$ cat src/rtl/spec_remap_pkg.sv
// Shared encodings for the spectral bin remapper: mode codes, Q4.8 constants
// and the frame-control state machine states.
package spec_remap_pkg;

   localparam logic [1:0] MODE_BYPASS      = 2'd0;
   localparam logic [1:0] MODE_SHIFT       = 2'd1;
   localparam logic [1:0] MODE_SHIFT_LOWER = 2'd2;
   localparam logic [1:0] MODE_MUTE        = 2'd3;

   localparam int unsigned Q48_UNITY = 32'd256;
   localparam int unsigned Q48_ROUND = 32'd128;
   localparam int unsigned Q48_FRAC  = 32'd8;

   typedef enum logic [1:0] {
      ST_IDLE  = 2'd0,
      ST_RUN   = 2'd1,
      ST_DRAIN = 2'd2
   } state_e;

endpackage

$ cat src/rtl/spec_remap_fifo.sv
// First-word-fall-through synchronous FIFO carrying {last, bin} beats,
// with an occupancy count used by the upstream credit check.
module spec_remap_fifo #(
   parameter int DEPTH = 4,
   parameter int WIDTH = 33
) (
   input  logic                     clk,
   input  logic                     rst_n,
   input  logic                     wr_en,
   input  logic [WIDTH-1:0]         wr_data,
   input  logic                     rd_en,
   output logic [WIDTH-1:0]         rd_data,
   output logic                     empty,
   output logic [$clog2(DEPTH):0]   count
);
   localparam int AW = $clog2(DEPTH);

   logic [WIDTH-1:0] mem_r [DEPTH];
   logic [AW-1:0]    wr_ptr_r;
   logic [AW-1:0]    rd_ptr_r;
   logic [AW:0]      count_r;
   logic             push_s;
   logic             pop_s;

   // Guarded push/pop so a misbehaving neighbour can never corrupt the pointers.
   always_comb begin
      push_s = wr_en && (count_r != (AW+1)'(DEPTH));
      pop_s  = rd_en && (count_r != {(AW+1){1'b0}});
   end

   // Storage, pointers and occupancy.
   always_ff @(posedge clk) begin
      if (!rst_n) begin
         for (int i = 0; i < DEPTH; i++) begin
            mem_r[i] <= '0;
         end
         wr_ptr_r <= '0;
         rd_ptr_r <= '0;
         count_r  <= '0;
      end else begin
         if (push_s) begin
            mem_r[wr_ptr_r] <= wr_data;
            wr_ptr_r        <= wr_ptr_r + AW'(1);
         end
         if (pop_s) begin
            rd_ptr_r <= rd_ptr_r + AW'(1);
         end
         count_r <= count_r + (AW+1)'(push_s) - (AW+1)'(pop_s);
      end
   end

   assign rd_data = mem_r[rd_ptr_r];
   assign empty   = (count_r == {(AW+1){1'b0}});
   assign count   = count_r;

endmodule

$ cat src/rtl/spec_remap_stream.sv
// Spectral bin remapper: streams one frame of N bins, reading the lower half
// at pitch-scaled addresses and rebuilding the upper half as its conjugate mirror.
module spec_remap_stream
   import spec_remap_pkg::*;
#(
   parameter int N_LOG2     = 10,
   parameter int HALF_W     = 16,
   parameter int RATIO_W    = 12,
   parameter int FIFO_DEPTH = 4
) (
   input  logic                  clk,
   input  logic                  rst_n,
   input  logic                  start,
   input  logic [1:0]            mode,
   input  logic [RATIO_W-1:0]    ratio,
   output logic                  busy,
   output logic                  ram_rd_en,
   output logic [N_LOG2-1:0]     ram_addr,
   input  logic [2*HALF_W-1:0]   ram_data,
   output logic [2*HALF_W-1:0]   out_data,
   output logic                  out_valid,
   input  logic                  out_ready,
   output logic                  out_last
);
   localparam int N  = 1 << N_LOG2;
   localparam int H  = N / 2;
   localparam int PW = N_LOG2 + RATIO_W;
   localparam int SW = PW + 1 - Q48_FRAC;
   localparam int CW = $clog2(FIFO_DEPTH) + 1;
   localparam int DW = 2 * HALF_W;

   function automatic logic [HALF_W-1:0] neg_sat(input logic [HALF_W-1:0] v);
      if (v == {1'b1, {(HALF_W-1){1'b0}}}) begin
         return {1'b0, {(HALF_W-1){1'b1}}};
      end else begin
         return -v;
      end
   endfunction

   state_e              state_r, state_s;
   logic                busy_r, busy_s;
   logic [1:0]          mode_r;
   logic [RATIO_W-1:0]  ratio_r;
   logic [N_LOG2-1:0]   k_r;
   logic                accept_s, issue_s, pop_s;
   logic [CW:0]         occ_s;
   logic [CW-1:0]       fifo_count_s;
   logic                fifo_empty_s;
   logic [DW:0]         fifo_wr_data_s, fifo_rd_data_s;

   logic                upper_s;
   logic [N_LOG2-1:0]   m_s;
   logic [PW-1:0]       prod_s;
   logic [PW:0]         rnd_s;
   logic [SW-1:0]       s_s;
   logic [N_LOG2-1:0]   addr_s;
   logic                zero2_s;
   logic [HALF_W-1:0]   re_s, im_s;

   logic                v1_r, upper1_r, last1_r;
   logic [PW-1:0]       prod1_r;
   logic                v2_r, upper2_r, zero2_r, last2_r;
   logic                rd_en_r;
   logic [N_LOG2-1:0]   addr_r;
   logic                v3_r, upper3_r, zero3_r, last3_r;

   // Frame FSM; the credit check counts FIFO entries plus every pipeline slot, less the beat leaving now.
   always_comb begin
      occ_s    = (CW+1)'(fifo_count_s) + (CW+1)'(v1_r) + (CW+1)'(v2_r) + (CW+1)'(v3_r);
      pop_s    = out_valid & out_ready;
      accept_s = 1'b0;
      issue_s  = 1'b0;
      state_s  = state_r;
      busy_s   = busy_r;
      case (state_r)
         ST_IDLE: begin
            if (start) begin
               accept_s = 1'b1;
               state_s  = ST_RUN;
               busy_s   = 1'b1;
            end else begin
               state_s  = ST_IDLE;
            end
         end
         ST_RUN: begin
            if ((occ_s - (CW+1)'(pop_s)) < (CW+1)'(FIFO_DEPTH)) begin
               issue_s = 1'b1;
               if (k_r == N_LOG2'(N-1)) begin
                  state_s = ST_DRAIN;
               end else begin
                  state_s = ST_RUN;
               end
            end else begin
               issue_s = 1'b0;
            end
         end
         ST_DRAIN: begin
            if (pop_s && out_last) begin
               state_s = ST_IDLE;
               busy_s  = 1'b0;
            end else begin
               state_s = ST_DRAIN;
            end
         end
         default: begin
            state_s = ST_IDLE;
            busy_s  = 1'b0;
         end
      endcase
   end

   // Control registers; bypass is folded into a unity ratio so one datapath serves every mode.
   always_ff @(posedge clk) begin
      if (!rst_n) begin
         state_r <= ST_IDLE;
         busy_r  <= 1'b0;
         mode_r  <= MODE_BYPASS;
         ratio_r <= '0;
         k_r     <= '0;
      end else begin
         state_r <= state_s;
         busy_r  <= busy_s;
         if (accept_s) begin
            mode_r  <= mode;
            ratio_r <= (mode == MODE_BYPASS) ? RATIO_W'(Q48_UNITY) : ratio;
            k_r     <= '0;
         end else if (issue_s) begin
            k_r <= k_r + N_LOG2'(1);
         end
      end
   end

   // Index mapping: fold upper bins onto the lower half, then scale, round and range-check.
   always_comb begin
      upper_s = (k_r > N_LOG2'(H));
      m_s     = upper_s ? (N_LOG2'(0) - k_r) : k_r;
      prod_s  = PW'(m_s) * PW'(ratio_r);
      rnd_s   = {1'b0, prod1_r} + (PW+1)'(Q48_ROUND);
      s_s     = SW'(rnd_s >> Q48_FRAC);
      addr_s  = upper1_r ? (N_LOG2'(0) - s_s[N_LOG2-1:0]) : s_s[N_LOG2-1:0];
      zero2_s = (mode_r == MODE_MUTE) || ((mode_r == MODE_SHIFT_LOWER) && upper1_r)
                || (s_s > SW'(H));
   end

   // Slot pipeline; tags ride alongside so stage 3 lines up with the RAM return.
   always_ff @(posedge clk) begin
      if (!rst_n) begin
         {v1_r, upper1_r, last1_r} <= 3'b000;
         prod1_r                   <= '0;
         {v2_r, upper2_r, zero2_r, last2_r, rd_en_r} <= 5'b00000;
         addr_r                    <= '0;
         {v3_r, upper3_r, zero3_r, last3_r} <= 4'b0000;
      end else begin
         v1_r     <= issue_s;
         prod1_r  <= prod_s;
         upper1_r <= upper_s;
         last1_r  <= (k_r == N_LOG2'(N-1));
         v2_r     <= v1_r;
         rd_en_r  <= v1_r & ~zero2_s;
         addr_r   <= v1_r ? addr_s : addr_r;
         upper2_r <= upper1_r;
         zero2_r  <= zero2_s;
         last2_r  <= last1_r;
         v3_r     <= v2_r;
         upper3_r <= upper2_r;
         zero3_r  <= zero2_r;
         last3_r  <= last2_r;
      end
   end

   // Data stage: conjugate mirrored bins and blank muted or out-of-range ones.
   always_comb begin
      re_s = ram_data[DW-1:HALF_W];
      im_s = ram_data[HALF_W-1:0];
      if (zero3_r) begin
         fifo_wr_data_s = {last3_r, {DW{1'b0}}};
      end else if (upper3_r) begin
         fifo_wr_data_s = {last3_r, re_s, neg_sat(im_s)};
      end else begin
         fifo_wr_data_s = {last3_r, re_s, im_s};
      end
   end

   spec_remap_fifo #(
      .DEPTH (FIFO_DEPTH),
      .WIDTH (DW + 1)
   ) u_fifo (
      .clk     (clk),
      .rst_n   (rst_n),
      .wr_en   (v3_r),
      .wr_data (fifo_wr_data_s),
      .rd_en   (pop_s),
      .rd_data (fifo_rd_data_s),
      .empty   (fifo_empty_s),
      .count   (fifo_count_s)
   );

   assign busy      = busy_r;
   assign ram_rd_en = rd_en_r;
   assign ram_addr  = addr_r;
   assign out_valid = ~fifo_empty_s;
   assign out_last  = fifo_rd_data_s[DW];
   assign out_data  = fifo_rd_data_s[DW-1:0];

endmodule
$ cat config.mk
export PLATFORM = sky130hd
export DESIGN_NAME = spec_remap_stream
export DESIGN_NICKNAME = d
export VERILOG_FILES = /design/src/rtl/spec_remap_pkg.sv /design/src/rtl/spec_remap_fifo.sv /design/src/rtl/spec_remap_stream.sv
export SDC_FILE = /design/constraint.sdc
export NUM_CORES = 1
export LEC_CHECK = 0
export BUFFER_PORTS_ARGS = -buffer_cell sky130_fd_sc_hd__buf_2
export CAP_MARGIN = 20
export CORE_MARGIN = 5
export CORE_UTILIZATION = 35
export DETAILED_ROUTE_END_ITERATION = 6
export PLACE_DENSITY_LB_ADDON = 0.05
export SLEW_MARGIN = 20
export SYNTH_ARGS = -nofsm -noshare
export SYNTH_HDL_FRONTEND = slang
export SYNTH_SLANG_ARGS = --single-unit
$ cat constraint.sdc
create_clock -name clk -period 9.13 [get_ports clk]
set_input_delay 0.913 -clock clk [delete_from_list [all_inputs] [get_ports clk]]
set_output_delay 0.913 -clock clk [all_outputs]
set_load 0.02 [all_outputs]
==> results of run 1 <==
==> final timing paths <==
check,start,to,slack (ns),cells after the start
setup / recovery,k_r[0],prod1_r[21],1.79,24
hold / removal,last1_r,last2_r,0.43,1
setup reg to reg,k_r[0],prod1_r[21],1.79,24
hold reg to reg,last1_r,last2_r,0.43,1
==> final cells by class <==
class	count	area, um^2	share of cell area [%]
well taps	511	639	4.21
flip-flops and latches	205	5430	35.8
multi-input cells	874	7150	47.1
clock buffers	39	722	4.76
inverters	139	522	3.44
repair buffers	114	618	4.07
clock inverters	7	104	0.684
==> flip-flops by register name, indices dropped and copies added, names as in the netlist, 2 cells and up, named ones only <==
name and flops:
state_r 2, u_fifo.wr_ptr_r 2, ram_addr 10, k_r 10, ratio_r 12, prod1_r 15, u_fifo.mem_r 132, u_fifo.rd_ptr_r 2
mode_r 2, u_fifo.count 3
==> cell usage after synthesis (6+ instances only) <==
cell      instances
and2_1           27
nand4_1          19
nor4_1           11
a22o_1           11
fa_1             79
mux4_2           33
nor3_1           18
mux2i_1          11
nand3_1          23
a211o_1           6
or3_1             9
dfxtp_1          73
a211oi_1          9
ha_1             67
xor2_1           17
nor2_1          156
a21o_1           13
clkbuf_1         68
nand2_1         104
nand2b_1         23
nor2b_1          50
o31ai_1           6
inv_1           139
edfxtp_1        132
o21ai_0          42
and3_1            6
a21oi_1          32
xnor2_1          36
==> layer usage <==
layer | vias up | wire, um | GRT usage, %
met5 | - | 0 | 0
met4 | 0 | 536 | 3.35
met3 | 37 | 1150 | 1.95
met2 | 143 | 16500 | 28.7
met1 | 4585 | 15100 | 21.3
li1 | 4542 | - | -
==> per-stage QoR <==
stage	hold slack [ns]	worst slack [ns]	utilization (%)
2_1_floorplan	0.412	2.75	-
3_3_place_gp	0.414	1.65	38.0
3_5_place_dp	0.419	1.54	38.0
4_1_cts	0.432	1.51	40.2
5_1_grt	0.452	1.23	40.3
6_report	0.431	1.79	40.3
==> kinds of logic after synthesis <==
kind of cell | Yosys count
and+or+nand+nor | 474
muxes | 44
buffers and inverters | 213
DFF | 205
AOI/OAI and AO/OA | 157
adders and majority gates | 146
xor gates and xnor gates | 53
==> power by group through the flow <==
| stage | combinational, mW | clock [mW] | sequential (mW) |
|---|---|---|---|
| final | 0.502 | 1.00 | 1.07 |
| after CTS | 0.516 | 1.04 | 1.07 |
| after floorplan | 0.379 | 0 | 1.07 |
| after detailed placement | 0.514 | 0 | 1.09 |
| after global placement | 0.514 | 0 | 1.09 |
| after global routing | 0.556 | 1.07 | 1.08 |
==> worst max-delay path: stages (launching register included) <==
cell and delay [ns]:
dfxtp_1 0.68, inv_1 0.16, ha_1 0.25, nor4b_1 0.18, a21boi_0 0.47, nand2_1 0.17, xnor2_2 0.56, nand2_1 0.17
fa_1 0.56, inv_1 0.05, fa_1 0.50, inv_1 0.05, fa_1 0.47, inv_1 0.05, fa_1 0.54, inv_1 0.06
fa_1 0.53, inv_1 0.04, ha_1 0.37, a21oi_1 0.26, o21ai_0 0.23, or4_1 0.54, a21oi_1 0.16, o21ai_0 0.09
o31ai_1 0.07
==> impl_metrics.py, run 1 <==
metrics = {
    "synthesis": {
        "synth_compound_area_share_pct": 7.83,
        "synthTopCellsByArea": "edfxtp_1, fa_1, dfxtp_1",
        "netlist_area_um2": 13300,
        "ys_ff_latch": 205,
        "ys_types": 64,
        "synthMuxAreaShare_pct": 6.40,
        "yosys.area_share.simple_pct": 17.5,
        "synth_nets": 1488,
        "synth-adder-area-share_pct": 18.1,
        "yosys.area.top_type": "edfxtp_1",
        "synth-main-ff-cell": "edfxtp_1",
        "yosysSeqAreaShare_pct": 40.7,
        "synth_async_sr_flop_share_pct": 0,
        "synth_edf_count": 132,
        "yosysTopAreaCellShare_pct": 29.7,
        "postSynthCellCount": 1292,
        "yosysWarnings": 0,
        "synth_top_family_by_area": "adder cells",
        "yosys.area_share.xor_xnor_pct": 3.48,
        "avgSynthCellArea_um2": 10.3,
    },
    "floorplanning": {
        "io_pins": 96,
        "die-area_um2": 42100,
        "die_h_um": 205,
        "die_w_um": 205,
        "initial_core_util_pct": 35.4,
        "fp-row-count": 71,
        "coreArea_um2": 37700,
    },
    "clock_tree": {
        "cts_tree": "done",
        "cts_inserted_buffers": 25,
        "cts_resized": 0,
        "post_cts_buffers": 0,
        "clkSinkCount": 205,
        "ctsRootBufferMaster": "clkbuf_16",
        "h-tree-depth": 1,
        "holdBufCountCts": 0,
        "cts.path.max_buffers": 3,
        "clkTransAtPathRegs_ns": 0.07,
        "clkLatencyLatePin_ns": 0.56,
    },
    "timing": {
        "fin_skew_ns": 0.0310,
        "worst_pin_slew_ns": 0.998,
        "fmax_mhz": 136,
        "slew-limit-headroom_pct": 33.2,
        "setup_violations": 0,
        "min_period_ns": 7.34,
        "final_hold_viol_count": 0,
        "fin_crit_sh_pct": 80.4,
        "rsz0062_at_grt": "false",
        "fin_setup_tns_ns": 0,
        "maxSlewViolCount": 0,
    },
    "route": {
        "dr_total_vias": 9307,
        "via_per_inst": 4.93,
        "drt_iter0_markers": 455,
        "dr.pass1.iters": 5,
        "totalWireLength_mm": 33.3,
        "drt-wirelength-per-cell_um": 17.6,
        "ant_nets": 0,
        "route.detailed.drc": 0,
    },
    "critical_path": {
        "worst_ep_required_time_ns": 9.59,
        "path_class": "register to register",
        "cp-start-kind": "register",
        "cp-end-kind": "register",
        "arrival_ns": 7.80,
        "critical_path.max_fanout": 17,
    },
    "pwr": {
        "p_switching_uw": 731,
        "p_int_mw": 1.84,
        "p_seq_share_pct": 41.6,
        "clkPwrFrac_pct": 38.9,
        "p_per_area_nw_per_um2": 169,
        "ir_drop_uv": 103,
        "netSwitchingFraction_pct": 28.4,
        "power_frac_comb_pct": 19.5,
        "p_total_mw": 2.57,
        "p_leak_nw": 6.46,
    },
    "place": {
        "placed_cells": 1843,
        "io_buffers": 95,
        "place_hpwl_mm": 23.4,
        "placed_area_um2": 14300,
        "gp_congestion": 0.771,
    },
    "job": {
        "max_cap_viol_count": 0,
    },
    "final_layout": {
        "fin_nets": 1555,
        "layout_common_cells": "nor2_1, inv_1, edfxtp_1",
        "final_common_cell": "nor2_1",
        "final_area_um2": 15200,
        "fin_cells": 1889,
        "area_growth_syn_to_layout_pct": 13.8,
        "fill_cells": 3799,
        "drive_above_1_share_pct": 14.5,
        "antennaDiodeCount": 0,
    },
    "global_routing": {
        "grt_max_degree": 38,
        "overflow": 0,
        "grt_pass1_vias": 9935,
        "antenna_found_initial": 0,
        "track_usage_pct": 16.1,
        "grt_pass1_wl_mm": 54.3,
    },
    "min_path": {
        "hold_path.class": "register to register",
    },
    "outcome": {
        "status": "finished, final reports clean",
    },
}
No activity file was read; power rests on OpenSTA's default activity.
==> run 2, diff against run 1 <==
- clock period: 9.13 -> 6.4 ns (I/O delays scaled with it)
==> run 2 against run 1 <==
Against the previous run: worst hold slack worse by 0.12 ns; design area is 3.3% higher; critical path depth is 3 lower; fmax is 21% higher; largest cell class unchanged.
==> impl_metrics.py, run 2 (same netlist as run 1, synthesis figures left out) <==
metrics = {
    "clock_tree": {
        "h-tree-depth": 1,
        "ctsRootBufferMaster": "clkbuf_16",
        "cts.path.max_buffers": 3,
        "clkTransAtPathRegs_ns": 0.06,
        "clkLatencyLatePin_ns": 0.53,
        "cts_inserted_buffers": 25,
        "clkSinkCount": 205,
        "cts_tree": "done",
    },
    "global_routing": {
        "overflow": 0,
        "track_usage_pct": 16.5,
        "grt_pass1_wl_mm": 55.6,
        "antenna_found_initial": 0,
        "grt_max_degree": 35,
        "grt_pass1_vias": 10200,
    },
    "place": {
        "io_buffers": 95,
        "gp_congestion": 0.809,
        "place_hpwl_mm": 24.5,
        "placed_cells": 1890,
    },
    "outcome": {
        "status": "finished, final reports clean",
    },
    "pwr": {
        "ir_drop_uv": 184,
        "p_leak_nw": 6.75,
        "p_per_area_nw_per_um2": 233,
    },
    "final_layout": {
        "final_core_util_pct": 41.6,
        "largest_reg_flops": 132,
        "fin_cells": 1940,
        "multi_input_area_um2": 7270,
        "final_common_cell": "nor2_1",
        "antennaDiodeCount": 0,
        "fill_cells": 3790,
        "fin_nets": 1607,
        "layout_common_cells": "nor2_1, inv_1, edfxtp_1",
        "drive_above_1_share_pct": 19.3,
        "largest_register": "u_fifo.mem_r",
        "top_regs": "u_fifo.mem_r: 132 flops, prod1_r: 15 flops, ratio_r: 12 flops",
        "final-seq-area_um2": 5430,
        "area_growth_syn_to_layout_pct": 17.5,
    },
    "timing": {
        "fmax_mhz": 165,
        "slew-limit-headroom_pct": 35.8,
        "fin_skew_ns": 0.00753,
        "setup_violations": 0,
        "fin_crit_sh_pct": 95.0,
        "maxSlewViolCount": 0,
        "fin_setup_tns_ns": 0,
        "final_hold_viol_count": 0,
        "min_period_ns": 6.08,
        "worst_pin_slew_ns": 0.960,
    },
    "route": {
        "route.detailed.drc": 0,
        "dr.pass1.iters": 4,
        "totalWireLength_mm": 34.0,
        "drt-wirelength-per-cell_um": 17.5,
        "via_per_inst": 4.93,
        "ant_nets": 0,
        "drt_iter0_markers": 383,
        "dr_total_vias": 9559,
    },
    "floorplanning": {
        "die_w_um": 205,
        "initial_core_util_pct": 35.4,
        "die_h_um": 205,
        "coreArea_um2": 37700,
        "io_pins": 96,
        "die-area_um2": 42100,
        "fp-row-count": 71,
    },
    "job": {
        "max_cap_viol_count": 0,
    },
    "critical_path": {
        "arrival_ns": 6.55,
        "cp-start-kind": "register",
        "worst_ep_required_time_ns": 6.88,
        "path_class": "register to register",
        "cp-end-kind": "register",
        "critical_path.max_fanout": 6,
    },
    "min_path": {
        "hold_path.class": "primary input to register",
    },
}
## run 2: cell count changes in the layout (fill, tap and decap cells not counted), sizes merged
| cell | previous run | this run |
|---|---|---|
| clkinv | 2 | 9 |
| clkbuf | 39 | 29 |
| clkinvlp | 2 | 1 |
| buf | 114 | 166 |
| inv | 140 | 143 |
## run 2: what timing repair did
item | 4_1_cts | 5_1_grt
hold buffers | 0 | 0
gates cloned | 0 | 1
pin swaps | 0 | 12
endpoints found under the setup margin | 8 | 11
buffers inserted | 3 | 1
gates resized for setup | 2 | 34
## run 2: layer usage
metal	routed length, um	global-route usage, %	vias to the layer above
li1	-	-	4657
met1	15200	21.7	4703
met2	16900	29.1	151
met3	1310	2.43	48
met4	641	3.49	0
met5	0	0	-
## run 2: worst paths after layout
kind	from	end	slack [ns]	cells past startpoint
max	k_r[1]	prod1_r[16]	0.32	21
min	ratio[0]	ratio_r[0]	0.32	2
max reg2reg	k_r[1]	prod1_r[16]	0.32	21
min reg2reg	last1_r	last2_r	0.43	1
## run 2: layout make-up
type | instances | share of cell area (%)
clock inverter | 16 | 0.958
timing repair buffer | 166 | 6.44
clock buffer | 29 | 4.15
multi-input combinational | 874 | 46.4
sequential | 205 | 34.6
tap | 511 | 4.08
inverter | 139 | 3.33
## run 2: where the power goes
| group | total [mW] | leakage [nW] | switching [mW] | internal [mW] |
|---|---|---|---|---|
| Sequential | 1.51 | 1.95 | 0.0454 | 1.47 |
| Clock | 1.39 | 0.395 | 0.577 | 0.815 |
| Combinational | 0.742 | 4.40 | 0.432 | 0.310 |
| Total | 3.65 | 6.75 | 1.05 | 2.59 |
## run 2: critical path, cell delays in order, from the launching register on
cell	delay, ns
dfxtp_1	0.31
inv_1	0.07
ha_2	0.19
nand2b_1	0.08
or4_1	0.42
o31a_1	0.27
xnor2_1	0.15
buf_4	0.17
nor2b_2	0.05
fa_1	0.54
fa_1	0.53
fa_1	0.53
fa_1	0.55
inv_1	0.05
fa_1	0.53
inv_1	0.04
ha_2	0.36
nand4_1	0.17
o31a_1	0.36
buf_4	0.17
or4_1	0.39
nand4_1	0.08
## run 2: through the flow
step | power [mW] | setup slack, ns | hold slack, ns | area [um^2]
4_1_cts | 3.71 | 0.00325 | 0.286 | 15500
2_1_floorplan | 2.06 | 0.0223 | 0.412 | 13300
3_3_place_gp | 2.30 | -0.0853 | 0.413 | 14700
3_5_place_dp | 2.30 | -0.0964 | 0.419 | 14700
5_1_grt | 3.84 | -0.00176 | 0.301 | 15700
6_report | 3.65 | 0.322 | 0.316 | 15700
==> run 3, diff against run 2 <==
- REMOVE_ABC_BUFFERS: unset -> 1
==> run 3 against run 2 <==
Against the previous run: count of clock-buffer cells in the layout is 5 higher; via count is 0.93% lower; clock skew is 0.017 ns higher; critical path depth is 1 higher; sequential power hardly changed; highest routed layer unchanged; core utilization hardly changed; largest power group unchanged; wire length is 0.83% higher; register-to-register slack better by 0.02 ns.
==> impl_metrics.py, run 3 (same netlist as run 1, synthesis figures left out) <==
metrics = {
    "outcome": {
        "status": "finished, final reports clean",
    },
    "route": {
        "dr.pass1.iters": 4,
        "drt-wirelength-per-cell_um": 17.6,
        "totalWireLength_mm": 34.3,
        "via_per_inst": 4.85,
        "route.detailed.drc": 0,
        "drt_iter0_markers": 351,
        "dr_total_vias": 9470,
        "ant_nets": 0,
    },
    "global_routing": {
        "grt_max_degree": 35,
        "track_usage_pct": 16.4,
        "antenna_found_initial": 0,
        "grt_pass1_vias": 9954,
        "overflow": 0,
        "grt_pass1_wl_mm": 55.3,
    },
    "floorplanning": {
        "io_pins": 96,
        "die_h_um": 205,
        "die_w_um": 205,
        "coreArea_um2": 37700,
        "fp-row-count": 71,
        "initial_core_util_pct": 35.4,
        "die-area_um2": 42100,
    },
    "clock_tree": {
        "clkTransAtPathRegs_ns": 0.06,
        "h-tree-depth": 1,
        "cts.path.max_buffers": 3,
        "clkLatencyLatePin_ns": 0.52,
        "ctsRootBufferMaster": "clkbuf_16",
        "cts_inserted_buffers": 24,
        "cts_tree": "done",
        "clkSinkCount": 205,
        "holdBufCountCts": 0,
    },
    "timing": {
        "worst_pin_slew_ns": 0.974,
        "final_hold_viol_count": 0,
        "holdWs_ns": 0.342,
        "fin_setup_tns_ns": 0,
        "min_period_ns": 6.06,
        "slew-limit-headroom_pct": 35.1,
        "fin_crit_sh_pct": 94.7,
        "maxSlewViolCount": 0,
        "fin_skew_ns": 0.0242,
        "rsz0062_at_grt": "true",
        "worst_slack_ns": 0.339,
        "setup_violations": 0,
        "fmax_mhz": 165,
    },
    "min_path": {
        "hold_path.class": "primary input to register",
    },
    "job": {
        "max_cap_viol_count": 0,
    },
    "critical_path": {
        "worst_ep_required_time_ns": 6.81,
        "path_class": "register to register",
        "cp-start-kind": "register",
        "cp-end-kind": "register",
        "arrival_ns": 6.48,
        "critical_path.max_fanout": 6,
    },
    "pwr": {
        "p_switching_mw": 1.02,
        "netSwitchingFraction_pct": 28.8,
        "p_per_area_nw_per_um2": 225,
        "power_frac_comb_pct": 20.9,
        "p_total_mw": 3.53,
        "clkPwrFrac_pct": 35.7,
        "p_leak_nw": 6.74,
        "p_seq_share_pct": 43.3,
        "ir_drop_uv": 161,
        "p_int_mw": 2.51,
    },
    "final_layout": {
        "largest_register": "u_fifo.mem_r",
        "final_area_um2": 15700,
        "final_common_cell": "nor2_1",
        "fin_nets": 1621,
        "layout_common_cells": "nor2_1, inv_1, edfxtp_1",
        "top_regs": "u_fifo.mem_r: 132 flops, prod1_r: 15 flops, ratio_r: 12 flops",
        "drive_above_1_share_pct": 19.1,
        "largest_reg_flops": 132,
        "area_growth_syn_to_layout_pct": 17.4,
        "antennaDiodeCount": 0,
    },
    "place": {
        "place_hpwl_mm": 24.7,
        "placed_area_um2": 14800,
        "gp_congestion": 0.848,
        "place_ws_ns": -0.0779,
        "io_buffers": 95,
    },
}
## run 3: cell types whose count changed in the layout (fill, tap and decap cells not counted), moves of 2 or more
cell       delta
a21oi_2       -2
nand2_1       +2
nor4b_2       -2
clkbuf_1      +5
inv_4         -2
bufinv_16     -2
nand2_2       -2
clkinv_1      -2
buf_4        +16
o21ai_2       -2
## run 3: worst max-delay path, stage by stage (launching register included)
cell      delay, ns
dfxtp_1        0.31
inv_1          0.07
ha_2           0.20
nand2b_1       0.08
or4_1          0.42
o31a_1         0.26
xnor2_1        0.13
buf_4          0.15
buf_4          0.15
buf_4          0.15
nor2b_1        0.15
fa_1           0.46
fa_1           0.53
fa_1           0.53
fa_1           0.50
ha_1           0.31
ha_1           0.33
a21o_1         0.23
a21o_1         0.18
a21oi_1        0.26
a21oi_1        0.13
nor3b_1        0.15
a211o_1        0.26
## run 3: metal layers
| layer | up-vias | wire (um) | part of all wire, % | GRT usage (%) |
|---|---|---|---|---|
| li1 | 4664 | - | - | - |
| met1 | 4628 | 15500 | 45 | 21.7 |
| met2 | 140 | 17200 | 50 | 29.7 |
| met3 | 38 | 1070 | 3.1 | 1.67 |
| met4 | 0 | 532 | 1.6 | 3.01 |
| met5 | - | 0 | 0 | 0 |
## run 3: power groups by stage
stage | clock network, mW | registers [mW] | logic (mW)
floorplan | 0 | 1.58 | 0.463
global placement | 0 | 1.56 | 0.748
detailed placement | 0 | 1.56 | 0.751
CTS | 1.31 | 1.53 | 0.754
global route | 1.35 | 1.54 | 0.819
finish | 1.26 | 1.53 | 0.739
## run 3: path summary, 6_finish.rpt
check,start,endpoint,slack [ns],depth (start not counted)
hold reg to reg,last1_r,last2_r,0.43,1
hold / removal,ratio[6],ratio_r[6],0.34,2
setup reg to reg,k_r[0],prod1_r[20],0.34,22
setup / recovery,k_r[0],prod1_r[20],0.34,22
## run 3: cell type report
type | count | area (um^2)
multi-input cells | 874 | 7230
flip-flops and latches | 205 | 5430
clock buffers | 34 | 669
well taps | 511 | 639
fillers | 3800 | 22000
inverters | 139 | 522
clock inverters | 7 | 42.5
repair buffers | 181 | 1120
## run 3: stage by stage
stage                     util, %  std cells
final                        41.6       1951
after global routing         41.6       1951
after CTS                    41.2       1947
after detailed placement     39.3       1906
after global placement       39.3       1906
after floorplan                 -       1218
## run 3: repair_timing
action                                  4_1_cts  5_1_grt
endpoints found under the hold margin         0        0
endpoints found under the setup margin        8       12
buffers inserted                              0        4
pin swaps                                     0        9
resized for setup                             1       25
